### src/rtl/addr_mode_sequencer_pkg.sv
// Shared constants and types for the addressing-mode sequencer.
package addr_mode_sequencer_pkg;

    localparam int unsigned REG_WIDTH_DEF  = 8;
    localparam int unsigned ADDR_WIDTH_DEF = 16;

    // Addressing mode, taken from opcode bits [4:2]
    typedef enum logic [2:0] {
        AM3_X_IND = 3'b000,
        AM3_ZPG   = 3'b001,
        AM3_IMM   = 3'b010,
        AM3_ABS   = 3'b011,
        AM3_IND_Y = 3'b100,
        AM3_ZPG_X = 3'b101,
        AM3_ABS_Y = 3'b110,
        AM3_ABS_X = 3'b111
    } am3_e;

    typedef enum logic [2:0] {
        ST_IDLE   = 3'd0,
        ST_OP_LO  = 3'd1,
        ST_OP_HI  = 3'd2,
        ST_PTR_LO = 3'd3,
        ST_PTR_HI = 3'd4,
        ST_FIXUP  = 3'd5,
        ST_DATA   = 3'd6,
        ST_DONE   = 3'd7
    } seq_state_e;

    // Modes carrying a two-byte operand after the opcode
    function automatic logic is_abs_mode(input am3_e m);
        return (m == AM3_ABS) || (m == AM3_ABS_X) || (m == AM3_ABS_Y);
    endfunction

    // Modes whose index add can cross a page
    function automatic logic can_page_cross(input am3_e m);
        return (m == AM3_ABS_X) || (m == AM3_ABS_Y) || (m == AM3_IND_Y);
    endfunction

endpackage

### src/rtl/addr_mode_sequencer_ea_index_adder.sv
// Base + index adder with optional zero-page wrap and low-byte carry detect.
module ea_index_adder #(
    parameter int unsigned REG_WIDTH  = 8,
    parameter int unsigned ADDR_WIDTH = 16
) (
    input  logic [ADDR_WIDTH-1:0] base,
    input  logic [REG_WIDTH-1:0]  index,
    input  logic                  zp_wrap,
    output logic [ADDR_WIDTH-1:0] sum,
    output logic                  page_cross
);

    logic [REG_WIDTH:0] lo_sum;

    // Low-byte add gives both the zero-page result and the page-cross carry
    always_comb begin
        lo_sum = {1'b0, base[REG_WIDTH-1:0]} + {1'b0, index};
        if (zp_wrap) begin
            sum        = ADDR_WIDTH'(lo_sum[REG_WIDTH-1:0]);
            page_cross = 1'b0;
        end else begin
            sum        = base + ADDR_WIDTH'(index);
            page_cross = lo_sum[REG_WIDTH];
        end
    end

endmodule

### src/rtl/addr_mode_sequencer.sv
// Walks the operand/pointer/data bus reads for one addressing mode and reports the EA.
module addr_mode_sequencer
    import addr_mode_sequencer_pkg::*;
#(
    parameter int unsigned REG_WIDTH  = REG_WIDTH_DEF,
    parameter int unsigned ADDR_WIDTH = ADDR_WIDTH_DEF
) (
    input  logic                  clk,
    input  logic                  reset,
    input  logic                  start,
    input  logic [REG_WIDTH-1:0]  opcode_in,
    input  logic                  need_data,
    input  logic [ADDR_WIDTH-1:0] pc_in,
    input  logic [REG_WIDTH-1:0]  x_in,
    input  logic [REG_WIDTH-1:0]  y_in,
    output logic                  mem_req,
    output logic [ADDR_WIDTH-1:0] mem_addr,
    input  logic                  mem_ack,
    input  logic [REG_WIDTH-1:0]  mem_rdata,
    output logic                  busy,
    output logic                  done,
    output logic [ADDR_WIDTH-1:0] ea,
    output logic [REG_WIDTH-1:0]  operand,
    output logic                  page_cross,
    output logic [1:0]            pc_adv,
    output logic [2:0]            add_mode
);

    if (ADDR_WIDTH != 2 * REG_WIDTH) begin : g_width_check
        $fatal(1, "addr_mode_sequencer: ADDR_WIDTH must equal 2*REG_WIDTH");
    end

    seq_state_e            state_q, state_d;
    am3_e                  mode_q, mode_d;
    logic                  need_q, need_d;
    logic [ADDR_WIDTH-1:0] pc_q, pc_d;
    logic [REG_WIDTH-1:0]  x_q, x_d, y_q, y_d, op_q, op_d, lo_q, lo_d;
    logic [ADDR_WIDTH-1:0] ea_d, mem_addr_d;
    logic [REG_WIDTH-1:0]  operand_d;
    logic                  page_cross_d, mem_req_d;
    logic [1:0]            pc_adv_d;

    logic [ADDR_WIDTH-1:0] add_base_c, add_sum_c;
    logic [REG_WIDTH-1:0]  add_index_c;
    logic                  add_zp_c, add_cross_c;
    logic [REG_WIDTH-1:0]  ptr_op_c, ptr_lo_c, ptr_hi_c;
    logic                  addr_done_c;
    logic                  unused_opcode_bits_c;

    assign add_mode             = mode_q;
    assign unused_opcode_bits_c = ^{opcode_in[REG_WIDTH-1:5], opcode_in[1:0]};

    // Final EA operands: taken from the byte arriving on this cycle's ack
    always_comb begin
        add_base_c  = {mem_rdata, lo_q};
        add_index_c = '0;
        add_zp_c    = 1'b0;
        case (mode_q)
            AM3_IMM:   begin add_base_c = pc_q; add_index_c = REG_WIDTH'(1); end
            AM3_ZPG:   begin add_base_c = ADDR_WIDTH'(mem_rdata); add_zp_c = 1'b1; end
            AM3_ZPG_X: begin add_base_c = ADDR_WIDTH'(mem_rdata); add_zp_c = 1'b1; add_index_c = x_q; end
            AM3_ABS_X: add_index_c = x_q;
            AM3_ABS_Y: add_index_c = y_q;
            AM3_IND_Y: add_index_c = y_q;
            default:   ;
        endcase
    end

    ea_index_adder #(
        .REG_WIDTH  (REG_WIDTH),
        .ADDR_WIDTH (ADDR_WIDTH)
    ) u_ea_adder (
        .base       (add_base_c),
        .index      (add_index_c),
        .zp_wrap    (add_zp_c),
        .sum        (add_sum_c),
        .page_cross (add_cross_c)
    );

    // Zero-page pointer bytes; the operand byte is still on the bus when leaving OP_LO
    always_comb begin
        ptr_op_c = (state_q == ST_OP_LO) ? mem_rdata : op_q;
        ptr_lo_c = ptr_op_c + ((mode_q == AM3_X_IND) ? x_q : '0);
        ptr_hi_c = ptr_lo_c + REG_WIDTH'(1);
    end

    // Next-state and next-output logic
    always_comb begin
        state_d      = state_q;
        mode_d       = mode_q;
        need_d       = need_q;
        pc_d         = pc_q;
        x_d          = x_q;
        y_d          = y_q;
        op_d         = op_q;
        lo_d         = lo_q;
        ea_d         = ea;
        operand_d    = operand;
        page_cross_d = page_cross;
        pc_adv_d     = pc_adv;
        addr_done_c  = 1'b0;
        case (state_q)
            ST_IDLE: begin
                if (start) begin
                    state_d      = ST_OP_LO;
                    mode_d       = am3_e'(opcode_in[4:2]);
                    need_d       = need_data;
                    pc_d         = pc_in;
                    x_d          = x_in;
                    y_d          = y_in;
                    operand_d    = '0;
                    page_cross_d = 1'b0;
                    pc_adv_d     = is_abs_mode(am3_e'(opcode_in[4:2])) ? 2'd2 : 2'd1;
                end
            end
            ST_OP_LO: begin
                if (mem_ack) begin
                    op_d = mem_rdata;
                    lo_d = mem_rdata;
                    if (mode_q == AM3_IMM) begin
                        operand_d   = mem_rdata;
                        addr_done_c = 1'b1;
                    end else if (mode_q == AM3_ZPG || mode_q == AM3_ZPG_X) begin
                        addr_done_c = 1'b1;
                    end else if (is_abs_mode(mode_q)) begin
                        state_d = ST_OP_HI;
                    end else begin
                        state_d = ST_PTR_LO;
                    end
                end
            end
            ST_OP_HI:  if (mem_ack) addr_done_c = 1'b1;
            ST_PTR_LO: begin
                if (mem_ack) begin
                    lo_d    = mem_rdata;
                    state_d = ST_PTR_HI;
                end
            end
            ST_PTR_HI: if (mem_ack) addr_done_c = 1'b1;
            ST_FIXUP:  state_d = need_q ? ST_DATA : ST_DONE;
            ST_DATA: begin
                if (mem_ack) begin
                    operand_d = mem_rdata;
                    state_d   = ST_DONE;
                end
            end
            ST_DONE:   state_d = ST_IDLE;
            default:   state_d = ST_IDLE;
        endcase

        if (addr_done_c) begin
            ea_d         = add_sum_c;
            page_cross_d = add_cross_c && can_page_cross(mode_q);
            if (page_cross_d)
                state_d = ST_FIXUP;
            else if (need_q && mode_q != AM3_IMM)
                state_d = ST_DATA;
            else
                state_d = ST_DONE;
        end
    end

    // Bus request for the state being entered, so mem_req/mem_addr come straight from flops
    always_comb begin
        mem_req_d  = 1'b0;
        mem_addr_d = '0;
        case (state_d)
            ST_OP_LO:  begin mem_req_d = 1'b1; mem_addr_d = pc_d + ADDR_WIDTH'(1); end
            ST_OP_HI:  begin mem_req_d = 1'b1; mem_addr_d = pc_q + ADDR_WIDTH'(2); end
            ST_PTR_LO: begin mem_req_d = 1'b1; mem_addr_d = ADDR_WIDTH'(ptr_lo_c); end
            ST_PTR_HI: begin mem_req_d = 1'b1; mem_addr_d = ADDR_WIDTH'(ptr_hi_c); end
            ST_DATA:   begin mem_req_d = 1'b1; mem_addr_d = ea_d; end
            default:   ;
        endcase
    end

    // State and output registers, synchronous reset
    always_ff @(posedge clk) begin
        if (reset) begin
            state_q    <= ST_IDLE;
            mode_q     <= AM3_X_IND;
            need_q     <= 1'b0;
            pc_q       <= '0;
            x_q        <= '0;
            y_q        <= '0;
            op_q       <= '0;
            lo_q       <= '0;
            mem_req    <= 1'b0;
            mem_addr   <= '0;
            busy       <= 1'b0;
            done       <= 1'b0;
            ea         <= '0;
            operand    <= '0;
            page_cross <= 1'b0;
            pc_adv     <= 2'd0;
        end else begin
            state_q    <= state_d;
            mode_q     <= mode_d;
            need_q     <= need_d;
            pc_q       <= pc_d;
            x_q        <= x_d;
            y_q        <= y_d;
            op_q       <= op_d;
            lo_q       <= lo_d;
            mem_req    <= mem_req_d;
            mem_addr   <= mem_addr_d;
            busy       <= (state_d != ST_IDLE);
            done       <= (state_d == ST_DONE);
            ea         <= ea_d;
            operand    <= operand_d;
            page_cross <= page_cross_d;
            pc_adv     <= pc_adv_d;
        end
    end

endmodule

### config.mk
export PLATFORM = sky130hd
export DESIGN_NAME = addr_mode_sequencer
export DESIGN_NICKNAME = d
export VERILOG_FILES = /design/src/rtl/addr_mode_sequencer_pkg.sv /design/src/rtl/addr_mode_sequencer_ea_index_adder.sv /design/src/rtl/addr_mode_sequencer.sv
export SDC_FILE = /design/constraint.sdc
export NUM_CORES = 1
export LEC_CHECK = 0
export ABC_AREA = 1
export BUFFER_PORTS_ARGS = -buffer_cell sky130_fd_sc_hd__buf_2
export CAP_MARGIN = 40
export CELL_PAD_IN_SITES_DETAIL_PLACEMENT = 1
export CELL_PAD_IN_SITES_GLOBAL_PLACEMENT = 1
export CORE_MARGIN = 2
export CORE_UTILIZATION = 36
export DETAILED_ROUTE_END_ITERATION = 8
export PLACE_DENSITY = 0.82
export SLEW_MARGIN = 20
export SYNTH_ARGS = -nofsm -noshare
export SYNTH_HDL_FRONTEND = slang
export SYNTH_SLANG_ARGS = --single-unit
### constraint.sdc
create_clock -name clk -period 2.9 [get_ports clk]
set_input_delay 0.29 -clock clk [delete_from_list [all_inputs] [get_ports clk]]
set_output_delay 0.29 -clock clk [all_outputs]
set_load 0.1 [all_outputs]
* After elaboration in Yosys (flattened, before gate mapping)
Cells that the tools add are included.
** Storage, ports and cells
- Flip-flop bits (word level) :: 101
- Input bits :: 53
- Logic and storage cells :: 114
- Output and inout bits :: 49
** Cells by class
- Add/sub/neg operators :: 6
- Reduce and logical (&&, ||, !) cells :: 26
- Muxes and demuxes :: 38
- Eq/ne operators :: 28
** Operator list (count)
- $pmux W16 S5 :: 1
- $mux W16 :: 4
- $mux W8 :: 6
- $pmux W8 S3 :: 2
- $eq A3 B3 Y1 const B :: 13
- $pmux W16 S2 :: 1
- $eq A3 B2 Y1 const B :: 7
- $mux W3 :: 7
- $pmux W3 S6 :: 1
- $add A16 B1 Y16 const B :: 1
- $add A16 B2 Y16 const B :: 1
- $add A16 B8 Y16 :: 1
- $mux W1 :: 13
- $reduce_or A2 Y1 :: 5
- $add A8 B8 Y9 :: 1
- $eq A3 B1 Y1 const B :: 3
- $add A8 B1 Y8 const B :: 1
- $add A8 B8 Y8 :: 1
- $reduce_and A2 Y1 :: 4
- $logic_or A1 B1 Y1 :: 7
- $logic_not A3 Y1 :: 2
- $ne A2 B2 Y1 const B :: 3
- $reduce_bool A3 Y1 :: 2
- $reduce_and A5 Y1 :: 1
- other kinds (7) :: 10

* Depth between registers and ports, before layout
- Depth after elaboration :: 12
- Mapped depth :: 22
- Gate-level depth less buffers :: 21

* Cells and area by module
From an unflattened synthesis, not the netlist that was laid out.
** Unflattened totals
- Cells, all modules :: 998
- Area, all modules :: 6550.0 µm²
** By module, submodules not included
- addr_mode_sequencer :: times used 1, area each 5799.3 µm², cells each 851
- ea_index_adder :: times used 1, area each 750.7 µm², cells each 147

* Least setup slack after synthesis
No wires, ideal clock.
- Kind :: reg-to-reg
- Start point :: register mode_q[0], in the netlist add_mode[0]
- End point :: register mem_addr[4]
- Data arrival time :: 3.612 ns
- Path buffers :: 2
- Required time :: 2.835 ns
- Library setup time :: 0.065 ns
- Setup slack :: -0.777 ns
- Stages on the path, launching flop included :: 21
- Cell sequence :: dfxtp_1 nor2_4 nand2_8 clkbuf_1 o211ai_1 ha_1 fa_1 nand2_1 nand3_1 nand3_1 nand2_1 nand3_1 nand3_2 nand2_4 nand3_2 inv_2 buf_4 nand2_1 nand3_1 nor2_1 nor2_1
** Between the ends
- Word-level cells in the longest chain between the ends :: 11
- Elaborated cells between the ends (all ways) :: 48
- Those cells by class :: 4 x add/sub; 13 x eq/ne; 20 x mux; 11 x reduce/logical
** Ends and longest elaborated chain
- start: declaration :: line addr_mode_sequencer.sv:34 : am3_e mode_q, mode_d;
- start signal: assignment :: line addr_mode_sequencer.sv:198 : mode_q <= mode_d;
- branches (longest 10 deep; another with $add A8 B8 Y9)
- $pmux W16 S5 (*) :: line addr_mode_sequencer.sv:167 : case (state_d)
- end signal: assignment :: line addr_mode_sequencer.sv:206 : mem_addr <= mem_addr_d;
- end: declaration :: line addr_mode_sequencer.sv:17 : output logic [ADDR_WIDTH-1:0] mem_addr,
Mark *: on every way between the ends.
A chain may end at the register's enable or synchronous reset.

* Final worst setup path
- Start point :: register mode_q[0], in the netlist add_mode[0]
- End point :: register mem_addr[6]
Same word-level chain as after synthesis.

==> reports/qor.txt <==
outcome - finished, violations left
failing checks - setup timing
critical path class - reg2reg
die height - 138 um
Post-Syn Nets - 1,094
CP required - 3180 ps
routed via count - 7,615
cell leakage power - 4.20 nW
Post-Layout Inst Area - 8730 sq um
worst endpoint data arrival time - 3310 ps
clock sink count - 101
router iterations before antenna repair - 5
post-DP HPWL - 19,000 um
Max Buffers Root-to-Sink - 2
GRT Total Usage - 26.8%
worst r2r src - add_mode[0]
CTS tree - done
Yosys reg bits - 101
vias per cell - 5.35
routability cong. - 0.933
Reg clk slew, reported paths - 80 ps
Hold Vio Cnt, Final - 0
Mapped Area - 6420 sq um
number of global-route vias before repair - 7,460
HP Class - in2reg
Final min period - 3030 ps
HP Start - y_in[3]
Port Buffers - 96
Place WS - -155 ps
Worst-Margin Slew - 782 ps
layout cell share with drive strength beyond 1 - 28.5%
pin count of the biggest net entering global routing - 64
Max Cap Violations - 0
final worst slack - -134 ps
Peak VDD IR - 0.867 mV
average cell area after synthesis - 6.29 sq um
Diodes inserted - 0
sink of the worst hold path - y_q[3]
I/O Pins - 102
Cells after Synth - 1,021
most instantiated cells after synthesis - nand2_1, nor2_1, inv_1, dfxtp_1, o21ai_0
area share of the largest cell type after synthesis - 31.5%
worst-path maximum fanout - 8
drt total wl - 27,300 um
CTS H-tree lvls - 3
crit share post-route - 105%
total CTS buffers - 9
initial antenna violation count - 0
Max Slew Vio Count - 0
starting density of the core - 37.0%
DRT antenna net count - 0
PwrDens - 1260 nW/um^2
Worst setup EP type - flop
top_reg_cell synth - dfxtp_1
Async SR Flop Fraction - 0%
Final nets - 1,266
startpoint class of the critical path - flop
Area Overhead vs Synth - 36.1%
largest area contributor in the netlist - dfxtp_1
first-pass GRT wire length - 38,700 um
endpoints failing setup - 13
Residual DRC - 0
worst r2r dst - mem_addr[6]
number of flops mapped to enable cells by yosys - 0
Yosys Warn Count - 0
clk root buf - clkbuf_16
Die X - 138 um
detailed router's first-iteration violation count - 507
GR Overflow Total - 0
slew margin rel. - 47.9%
hold depth - 3
RSZ-0062 raised after global routing - true
clk_skew - 11.3 ps
Placement Cell Area - 7650 sq um
Cell variety after synth - 41
die area - 18,900 sq um
reg-to-reg slack, setup - -130 ps
Worst-Skew Late Latency - 370 ps
# rows - 48
Max Fclk - 330 MHz
post-synthesis sequential area ratio - 31.5%
WL/cell - 19.2 um
CORE AREA - 17,400 sq um
reg2reg path depth - 17
synth top area cells - dfxtp_1, nand2_1, nor2_1
count leader, synth - nand2_1
Pwr Total - 11.0 mW
==> per-stage QoR <==
stage               hold slack [ps]  std cells  util [%]  setup TNS [ps]
floorplan                       425       1021         -               0
global placement                439       1386      44.1           -69.7
detailed placement              449       1386      44.1           -1390
CTS                             182       1406      46.9            -101
global route                    190       1423      50.3           -2730
finish                          173       1423      50.3            -560
==> state kept, by name (all words and copies together) (netlist names), 3 cells and up <==
signal	cells
pc_q	16
ea	16
y_q	8
add_mode	3
op_q	8
state_q	3
mem_addr	16
operand	8
lo_q	8
x_q	8
==> cells in the final DEF, fill, tap and decap left out, types with 15 or more instances in the layout <==
cell type / netlist / layout
inv_1: 123 / 120
nor2_1: 134 / 122
a21oi_1: 59 / 48
nand2_2: 1 / 20
o21ai_0: 77 / 59
xor2_1: 19 / 16
dfxtp_1: 101 / 98
buf_4: 4 / 85
nand4_1: 29 / 29
o21ai_1: 4 / 15
buf_2: 4 / 96
nand2_1: 287 / 258
nand3_1: 70 / 53
==> timing repair <==
action                                  4_1_cts  5_1_grt
endpoints found under the hold margin         0        0
pin swaps                                    14       45
buffers inserted                              4       17
hold buffers                                  0        0
resized for setup                            45      117
endpoints found under the setup margin       21       27
==> per-layer routing <==
metal	track usage, %	vias up	share of wire [%]	wire length, um
met5	0	-	0	0
met2	43.4	232	48	13000
met4	11.2	0	3.4	940
met1	34.9	3703	44	11900
li1	-	3620	-	-
met3	4.82	60	5.4	1470
==> cell families (layout without fill, tap and decap cells) <==
group | count (synthesis) | count (layout) | share of synthesized area [%]
adders and majority gates | 20 | 20 | 4.13
xor gates and xnor gates | 22 | 22 | 3.00
buffers and inverters | 162 | 339 | 10.0
DFF | 101 | 101 | 31.5
AOI/OAI and AO/OA | 159 | 159 | 13.2
and+or+nand+nor | 557 | 557 | 38.2
==> critical path: stages (launching register included) <==
cell      delay [ps]
dfxtp_4          390
nor2_4           170
nand2_8          100
buf_12           160
o211ai_1         150
ha_2             280
fa_2             230
nand2_2           80
nand3_4           80
nand3_4          100
a21oi_4          200
buf_6            140
nand2_4           50
nand2_4          110
nand2_4           70
nor2_4           240
nand2_1          140
a21oi_1          240
==> report_power, final <==
part           internal [mW]  leakage (nW)  switching [mW]  total (mW)
Clock                  0.598         0.138           0.644        1.24
Combinational           2.42          3.23            5.28        7.71
Sequential              1.79         0.828           0.273        2.06
Total                   4.81          4.20            6.20        11.0
==> how the worst max path moves through the flow <==
stage                     start      endpoint  slack (ps)  cells after the start
finish              add_mode[0]   mem_addr[6]        -130                     17
global placement    add_mode[0]   mem_addr[7]         -30                     17
detailed placement  add_mode[0]   mem_addr[1]        -160                     21
global route        add_mode[0]  mem_addr[13]        -330                     21
floorplan           add_mode[2]   mem_addr[4]          10                     21
CTS                 add_mode[0]   mem_addr[7]         -20                     19
==> cell type report <==
type	count	area, sq um
clock buffers	9	225
repair buffers	193	1280
multi-input cells	758	4350
inverters	130	503
well taps	225	282
fillers	2266	8620
clock inverters	7	58.8
flip-flops and latches	101	2030
No activity file was read; power rests on OpenSTA's default activity.
